**src/rtl/store_queue_if.sv**
```systemverilog
// rtl/store_queue_if.sv - LSU-side enqueue/commit/drain/forward bundle of the store queue
interface store_queue_if #(
    parameter int DEPTH    = 8,
    parameter int COMMIT_W = 2,
    parameter int ID_W     = 6
);
    localparam int PW = $clog2(DEPTH) + 1;

    logic                enq_valid;
    logic                enq_ready;
    logic [ID_W-1:0]     enq_id;
    logic [31:0]         enq_addr;
    logic [1:0]          enq_size;
    logic [31:0]         enq_data;
    logic                enq_cache;
    logic [COMMIT_W-1:0] com;
    logic                flush;
    logic                drn_valid;
    logic                drn_ready;
    logic [31:0]         drn_addr;
    logic [3:0]          drn_strb;
    logic [31:0]         drn_data;
    logic                drn_cache;
    logic [ID_W-1:0]     drn_id;
    logic [31:0]         ld_addr;
    logic [3:0]          ld_strb;
    logic [3:0]          fwd_mask;
    logic [31:0]         fwd_data;
    logic                fwd_stall;
    logic [PW-1:0]       count;
    logic                half;
    logic                empty;

    modport master (
        output enq_valid, enq_id, enq_addr, enq_size, enq_data, enq_cache,
        output com, flush, drn_ready, ld_addr, ld_strb,
        input  enq_ready, drn_valid, drn_addr, drn_strb, drn_data, drn_cache, drn_id,
        input  fwd_mask, fwd_data, fwd_stall, count, half, empty
    );

    modport slave (
        input  enq_valid, enq_id, enq_addr, enq_size, enq_data, enq_cache,
        input  com, flush, drn_ready, ld_addr, ld_strb,
        output enq_ready, drn_valid, drn_addr, drn_strb, drn_data, drn_cache, drn_id,
        output fwd_mask, fwd_data, fwd_stall, count, half, empty
    );
endinterface

```
**src/rtl/store_queue.sv**
```systemverilog
// rtl/store_queue.sv - in-order store queue with ROB commit, flush, drain and store-to-load forwarding
module store_queue #(
    parameter int DEPTH    = 8,
    parameter int COMMIT_W = 2,
    parameter int ID_W     = 6
) (
    input  logic          clk,
    input  logic          resetn,
    store_queue_if.slave  sq
);
    localparam int IW = $clog2(DEPTH);
    localparam int PW = IW + 1;

    logic [PW-1:0]   head_q, head_d, cptr_q, cptr_d, tail_q, tail_d;

    logic [ID_W-1:0] ent_id_q    [DEPTH];
    logic [29:0]     ent_addr_q  [DEPTH];
    logic [3:0]      ent_strb_q  [DEPTH];
    logic [31:0]     ent_data_q  [DEPTH];
    logic            ent_cache_q [DEPTH];

    logic [PW-1:0]   count_w, uncom_w, pop_w, commit_n_w;
    logic            full_w, enq_fire_w, drn_fire_w;
    logic [3:0]      enq_strb_w;
    logic [31:0]     enq_lane_w;
    logic [IW-1:0]   head_idx_w, fwd_idx_w;
    logic [3:0]      fwd_mask_w;
    logic [31:0]     fwd_data_w;
    logic            fwd_hit_w, fwd_unc_w;

    assign count_w    = tail_q - head_q;
    assign uncom_w    = tail_q - cptr_q;
    assign full_w     = (count_w == PW'(DEPTH));
    assign head_idx_w = head_q[IW-1:0];
    assign drn_fire_w = sq.drn_valid & sq.drn_ready;
    assign enq_fire_w = sq.enq_valid & ~full_w & ~sq.flush;

    assign sq.enq_ready = ~full_w;
    assign sq.count     = count_w;
    assign sq.half      = (count_w >= PW'(DEPTH / 2));
    assign sq.empty     = (count_w == '0);
    assign sq.drn_valid = (head_q != cptr_q);
    assign sq.drn_addr  = {ent_addr_q[head_idx_w], 2'b00};
    assign sq.drn_strb  = ent_strb_q[head_idx_w];
    assign sq.drn_data  = ent_data_q[head_idx_w];
    assign sq.drn_cache = ent_cache_q[head_idx_w];
    assign sq.drn_id    = ent_id_q[head_idx_w];

    // Commit count saturates at tail so cptr can never pass the newest entry.
    always_comb begin
        pop_w = '0;
        for (int k = 0; k < COMMIT_W; k++) begin
            pop_w = pop_w + PW'(sq.com[k]);
        end
        commit_n_w = (pop_w > uncom_w) ? uncom_w : pop_w;
    end

    always_comb begin
        head_d = head_q + PW'(drn_fire_w);
        cptr_d = cptr_q + commit_n_w;
        tail_d = tail_q;
        if (sq.flush) begin
            tail_d = cptr_d;
        end else if (enq_fire_w) begin
            tail_d = tail_q + PW'(1);
        end
    end

    always_comb begin
        enq_strb_w = 4'hF;
        enq_lane_w = sq.enq_data;
        case (sq.enq_size)
            2'd0: begin
                enq_strb_w = 4'b0001 << sq.enq_addr[1:0];
                enq_lane_w = {4{sq.enq_data[7:0]}};
            end
            2'd1: begin
                enq_strb_w = 4'b0011 << {sq.enq_addr[1], 1'b0};
                enq_lane_w = {2{sq.enq_data[15:0]}};
            end
            default: begin
                enq_strb_w = 4'hF;
                enq_lane_w = sq.enq_data;
            end
        endcase
    end

    // Walk oldest to youngest so the youngest matching store wins each lane.
    always_comb begin
        fwd_mask_w = '0;
        fwd_data_w = '0;
        fwd_hit_w  = 1'b0;
        fwd_unc_w  = 1'b0;
        fwd_idx_w  = '0;
        for (int i = 0; i < DEPTH; i++) begin
            fwd_idx_w = head_idx_w + IW'(i);
            if ((PW'(i) < count_w) &&
                (ent_addr_q[fwd_idx_w] == sq.ld_addr[31:2]) &&
                ((ent_strb_q[fwd_idx_w] & sq.ld_strb) != 4'b0000)) begin
                fwd_hit_w = 1'b1;
                if (!ent_cache_q[fwd_idx_w]) begin
                    fwd_unc_w = 1'b1;
                end
                for (int b = 0; b < 4; b++) begin
                    if (ent_strb_q[fwd_idx_w][b] & sq.ld_strb[b]) begin
                        fwd_mask_w[b]        = 1'b1;
                        fwd_data_w[8*b +: 8] = ent_data_q[fwd_idx_w][8*b +: 8];
                    end
                end
            end
        end
    end

    assign sq.fwd_mask  = fwd_mask_w;
    assign sq.fwd_data  = fwd_data_w;
    assign sq.fwd_stall = fwd_unc_w | (fwd_hit_w & ((fwd_mask_w & sq.ld_strb) != sq.ld_strb));

    always_ff @(posedge clk or negedge resetn) begin
        if (!resetn) begin
            head_q <= '0;
            cptr_q <= '0;
            tail_q <= '0;
        end else begin
            head_q <= head_d;
            cptr_q <= cptr_d;
            tail_q <= tail_d;
        end
    end

    always_ff @(posedge clk) begin
        if (enq_fire_w) begin
            ent_id_q[tail_q[IW-1:0]]    <= sq.enq_id;
            ent_addr_q[tail_q[IW-1:0]]  <= sq.enq_addr[31:2];
            ent_strb_q[tail_q[IW-1:0]]  <= enq_strb_w;
            ent_data_q[tail_q[IW-1:0]]  <= enq_lane_w;
            ent_cache_q[tail_q[IW-1:0]] <= sq.enq_cache;
        end
    end

    always_ff @(posedge clk) begin
        if (resetn) begin
            assert (pop_w <= uncom_w);
        end
    end
endmodule

```
**src/flat_wrapper.sv**
```systemverilog
// flat-port wrapper written by rule: the top's interface ports become plain ports
module store_queue_flat 
#(
    parameter int DEPTH    = 8,
    parameter int COMMIT_W = 2,
    parameter int ID_W     = 6
)
  (clk, resetn, sq_enq_valid, sq_enq_id, sq_enq_addr, sq_enq_size, sq_enq_data, sq_enq_cache, sq_com, sq_flush, sq_drn_ready, sq_ld_addr, sq_ld_strb, sq_enq_ready, sq_drn_valid, sq_drn_addr, sq_drn_strb, sq_drn_data, sq_drn_cache, sq_drn_id, sq_fwd_mask, sq_fwd_data, sq_fwd_stall, sq_count, sq_half, sq_empty);
  store_queue_if #(.DEPTH(DEPTH), .COMMIT_W(COMMIT_W), .ID_W(ID_W)) sq_i ();
  input  logic clk;
  input  logic resetn;
  input wire logic [$bits(sq_i.enq_valid)-1:0] sq_enq_valid;
  input wire logic [$bits(sq_i.enq_id)-1:0] sq_enq_id;
  input wire logic [$bits(sq_i.enq_addr)-1:0] sq_enq_addr;
  input wire logic [$bits(sq_i.enq_size)-1:0] sq_enq_size;
  input wire logic [$bits(sq_i.enq_data)-1:0] sq_enq_data;
  input wire logic [$bits(sq_i.enq_cache)-1:0] sq_enq_cache;
  input wire logic [$bits(sq_i.com)-1:0] sq_com;
  input wire logic [$bits(sq_i.flush)-1:0] sq_flush;
  input wire logic [$bits(sq_i.drn_ready)-1:0] sq_drn_ready;
  input wire logic [$bits(sq_i.ld_addr)-1:0] sq_ld_addr;
  input wire logic [$bits(sq_i.ld_strb)-1:0] sq_ld_strb;
  output wire logic [$bits(sq_i.enq_ready)-1:0] sq_enq_ready;
  output wire logic [$bits(sq_i.drn_valid)-1:0] sq_drn_valid;
  output wire logic [$bits(sq_i.drn_addr)-1:0] sq_drn_addr;
  output wire logic [$bits(sq_i.drn_strb)-1:0] sq_drn_strb;
  output wire logic [$bits(sq_i.drn_data)-1:0] sq_drn_data;
  output wire logic [$bits(sq_i.drn_cache)-1:0] sq_drn_cache;
  output wire logic [$bits(sq_i.drn_id)-1:0] sq_drn_id;
  output wire logic [$bits(sq_i.fwd_mask)-1:0] sq_fwd_mask;
  output wire logic [$bits(sq_i.fwd_data)-1:0] sq_fwd_data;
  output wire logic [$bits(sq_i.fwd_stall)-1:0] sq_fwd_stall;
  output wire logic [$bits(sq_i.count)-1:0] sq_count;
  output wire logic [$bits(sq_i.half)-1:0] sq_half;
  output wire logic [$bits(sq_i.empty)-1:0] sq_empty;
  assign sq_i.enq_valid = sq_enq_valid;
  assign sq_i.enq_id = sq_enq_id;
  assign sq_i.enq_addr = sq_enq_addr;
  assign sq_i.enq_size = sq_enq_size;
  assign sq_i.enq_data = sq_enq_data;
  assign sq_i.enq_cache = sq_enq_cache;
  assign sq_i.com = sq_com;
  assign sq_i.flush = sq_flush;
  assign sq_i.drn_ready = sq_drn_ready;
  assign sq_i.ld_addr = sq_ld_addr;
  assign sq_i.ld_strb = sq_ld_strb;
  assign sq_enq_ready = sq_i.enq_ready;
  assign sq_drn_valid = sq_i.drn_valid;
  assign sq_drn_addr = sq_i.drn_addr;
  assign sq_drn_strb = sq_i.drn_strb;
  assign sq_drn_data = sq_i.drn_data;
  assign sq_drn_cache = sq_i.drn_cache;
  assign sq_drn_id = sq_i.drn_id;
  assign sq_fwd_mask = sq_i.fwd_mask;
  assign sq_fwd_data = sq_i.fwd_data;
  assign sq_fwd_stall = sq_i.fwd_stall;
  assign sq_count = sq_i.count;
  assign sq_half = sq_i.half;
  assign sq_empty = sq_i.empty;
  store_queue #(.DEPTH(DEPTH), .COMMIT_W(COMMIT_W), .ID_W(ID_W)) u_core (.clk(clk), .resetn(resetn), .sq(sq_i));
endmodule
```
**config.mk**
```make
export PLATFORM = sky130hd
export DESIGN_NAME = store_queue_flat
export DESIGN_NICKNAME = d
export VERILOG_FILES = /design/src/rtl/store_queue_if.sv /design/src/rtl/store_queue.sv /design/src/flat_wrapper.sv
export SDC_FILE = /design/constraint.sdc
export NUM_CORES = 2
export LEC_CHECK = 0
export BUFFER_PORTS_ARGS = -buffer_cell sky130_fd_sc_hd__buf_2
export CAP_MARGIN = 20
export CORE_MARGIN = 3
export CORE_UTILIZATION = 40
export CTS_CLUSTER_DIAMETER = 150
export DETAILED_ROUTE_END_ITERATION = 6
export SYNTH_ARGS = -nofsm -noshare
export SYNTH_HDL_FRONTEND = slang
export SYNTH_SLANG_ARGS = --single-unit
```
**constraint.sdc**
```tcl
create_clock -name clk -period 11.8 [get_ports clk]
set_clock_uncertainty 0.15 [all_clocks]
set_input_delay 1.77 -clock clk [delete_from_list [all_inputs] [get_ports clk]]
set_output_delay 1.77 -clock clk [all_outputs]
set_load 0.05 [all_outputs]
```
==> run_results.csv <==
group,metric,value,unit
cells_and_area,finish.net_count,4036,
clock_network,cts_max_path_buffers,3,
clock_network,clock_tree.root_cell,"clkbuf_16",
route,drc_errors,0,
clock_network,clk-insertion-delay-late,670,ps
route,via_count,37792,
run,cap_violations,0,
synth,post_synth_inst_count,3843,
sta,timing.final.max_slew_violations,0,
cells_and_area,final_core_utilization,44.22,%
grt,first_pass_grt_wire_length,253.0,mm
route,initialDrtViolationCount,5462,
clock_network,htreeDepth,3,
floorplanning,die_h,355.1,um
clock_network,post_cts_buffers,0,
clock_network,cts.sinks,596,
sta,finalHoldViolations,0,
sta,slew_headroom,15.22,%
sta,final.period_utilization,84.80,%
critical_path,timing.setup.critical_path_class,"reg -> out",
route,avgViaCountPerCell,6.773,
route,detail_route.wl_per_cell,31.66,um
grt,grt_start_max_net_pins,151,
synth,synth_seq_cells,596,
sta,setup_repair_after_global_routing_missed_its_margin,"false",
floorplanning,io_pins,236,
synth,synthesis.yosys.warnings,0,
power,powerDensity,334.8,mW/mm2
critical_path,cp_data_required_time,9880,ps
synth,synth_seq_area_share,36.60,%
grt,grt_pass1_vias,35553,
sta,timing_limited_maximum_frequency,99.93,MHz
route,firstDrtPassIters,6,
route,detail-route-antenna-nets,0,
sta,slew_at_the_pin_closest_to_its_max_slew_limit,1260,ps
clock_network,cts-resized-gates,0,
grt,grt_antenna_before_repair,26,
place,place_hpwl,120.6,mm
outcome,run_status,"complete, no violations",
grt,grt_overflow,0,
route,postRouteWirelength,176.7,mm
floorplanning,die_width,355.1,um
critical_path,timing.critical_path.fanout_max,50,
synth,synthesis.area_per_instance,12.68,um2
clock_network,cts_hold_repair.buffers,0,
cells_and_area,area_growth_syn_to_layout,9.284,%
critical_path,critical_path.endpoint_type,"output port",
grt,gr-usage-all-layers,27.38,%
synth,synthDistinctLibCells,109,
sta,final-setup-viol-count,0,
worst_hold_path,hold_path.class,"reg -> reg",
critical_path,r2r.worst_path.cells,12,
synth,yosys_most_used_dff,"edfxtp_1",
place,portBuffers,231,
power,peakVddDrop,0.0004489,V
floorplanning,initial_core_util,40.46,%
clock_network,cts_tree,"yes",
cells_and_area,final_layout_size_suffix_gt1_share,29.95,%
clock_network,cts_made_buffers,71,
critical_path,startpoint_type,"flip-flop",
synth,synth_edf_count,584,
place,globalplace.congestion,1.018,
floorplanning,die_area,0.1261,mm2
clock_network,clk_pin_slew,60,ps
floorplanning,rows,127,
critical_path,critical_path_arrival,8090,ps
sta,timing.setup.tns,0,ps
sta,post-route-min-period,10010,ps
synth,synth_area,0.04873,mm2
worst_hold_path,hold_path_depth,1,
critical_path,reg2reg_setup_slack,5340,ps
floorplanning,core_area,0.1204,mm2
power,static-leakage-power,18.53,nW
synth,postSynth.asyncResetShare,2.013,%
[registers in the layout (all words and copies together) (netlist names)]
register / count
u_core.ent_cache_q: 8
u_core.head_q: 4
u_core.ent_data_q: 256
u_core.ent_strb_q: 32
u_core.tail_q: 4
u_core.cptr_q: 4
u_core.ent_id_q: 48
u_core.ent_addr_q: 240
[where the power goes]
| group | switching [mW] | internal (mW) | total, mW | leakage, nW |
|---|---|---|---|---|
| Clock | 0.948 | 1.33 | 2.28 | 1.17 |
| Sequential | 0.219 | 2.55 | 2.77 | 5.41 |
| Combinational | 7.84 | 4.94 | 12.8 | 11.9 |
| Total | 9.01 | 8.82 | 17.8 | 18.5 |
[metal layers]
layer | vias up | routed length [um] | GRT usage (%)
met5 | - | 113 | 0
met4 | 18 | 8287 | 11.91
met3 | 419 | 19640 | 6.632
met2 | 2380 | 80650 | 42.15
met1 | 19411 | 67980 | 36.97
li1 | 15564 | - | -
[cell usage in the layout, fill, tap and decap left out, drive strengths merged, types with 70 or more instances in the layout]
| cell | instances |
|---|---|
| buf | 309 |
| clkbuf | 80 |
| edfxtp | 584 |
| mux2 | 89 |
| mux2i | 293 |
| mux4 | 586 |
| nand2 | 602 |
| nand3 | 70 |
| nor2 | 153 |
| xnor2 | 171 |
[cell type report]
type                       count  area (um2)
clock inverter                52       569.3
sequential                   596       17850
clock buffer                  79        1828
multi-input combinational   2861       28850
timing repair buffer         310        1899
tap                         1612        2017
antenna                       11       27.53
inverter                      59       224.0
fill                       10998       67190
[worst max-delay path, cell delays in order, from the launching register on]
cell	delay, ps
dfrtp_4	730
buf_4	780
or2_1	960
o22ai_1	210
a211oi_1	730
xnor2_1	200
nand4_1	130
nor4_2	820
nand4b_1	1170
or3b_1	740
o221ai_1	230
a221o_1	200
a221o_1	150
buf_2	270
[synthesized netlist by cell type (all sizes together) (50+ instances only)]
master  count  area share, %
o22ai      59           0.77
edfxtp    584             36
inv        53           0.41
nand3      70           0.73
mux2i     293            6.0
clkbuf     92           0.71
mux4      586             27
o21ai      69           0.72
xnor2     171            3.1
a21oi      50           0.51
nor2      153            1.2
a221oi     50            1.1
mux2       89            2.1
nand2     602            4.6
buf       237            3.4
[cell families (layout without fill, tap and decap cells)]
logic type	after synthesis	count (layout)	synth area share [%]
flops	596	596	36.60
xor+xnor	220	220	3.969
mux	968	968	35.18
other cells	1	14	0.007695
buf+inv	388	500	4.562
simple gates	1137	1137	11.13
compound gates	512	512	7.967
fa+ha+maj	21	21	0.5854
[path summary, 6_finish.rpt]
kind                                       start                  endpoint
worst max-delay path            u_core.head_q[1]           sq_fwd_data[24]
worst max register to register  u_core.head_q[2]  u_core.ent_data_q[7][26]
max in group asynchronous                 resetn          u_core.head_q[1]
worst min-delay path            u_core.head_q[3]          u_core.head_q[3]
min in group asynchronous                 resetn          u_core.cptr_q[2]
worst min register to register  u_core.head_q[3]          u_core.head_q[3]
[per-stage QoR]
stage                     cells  setup slack [ps]  power (mW)  hold WS [ps]  area, um2
after floorplan            3845              1548       12.28         351.7      48740
after global placement     5437              2714       15.27         387.0      50830
after detailed placement   5437              2698       15.34         390.9      50830
after CTS                  5568              1963       17.67         402.4      53220
after global routing       5575              1706       18.63         431.8      53250
final                      5580              1793       17.83         405.6      53260
Note: power is estimated with default switching activity, not from simulation.
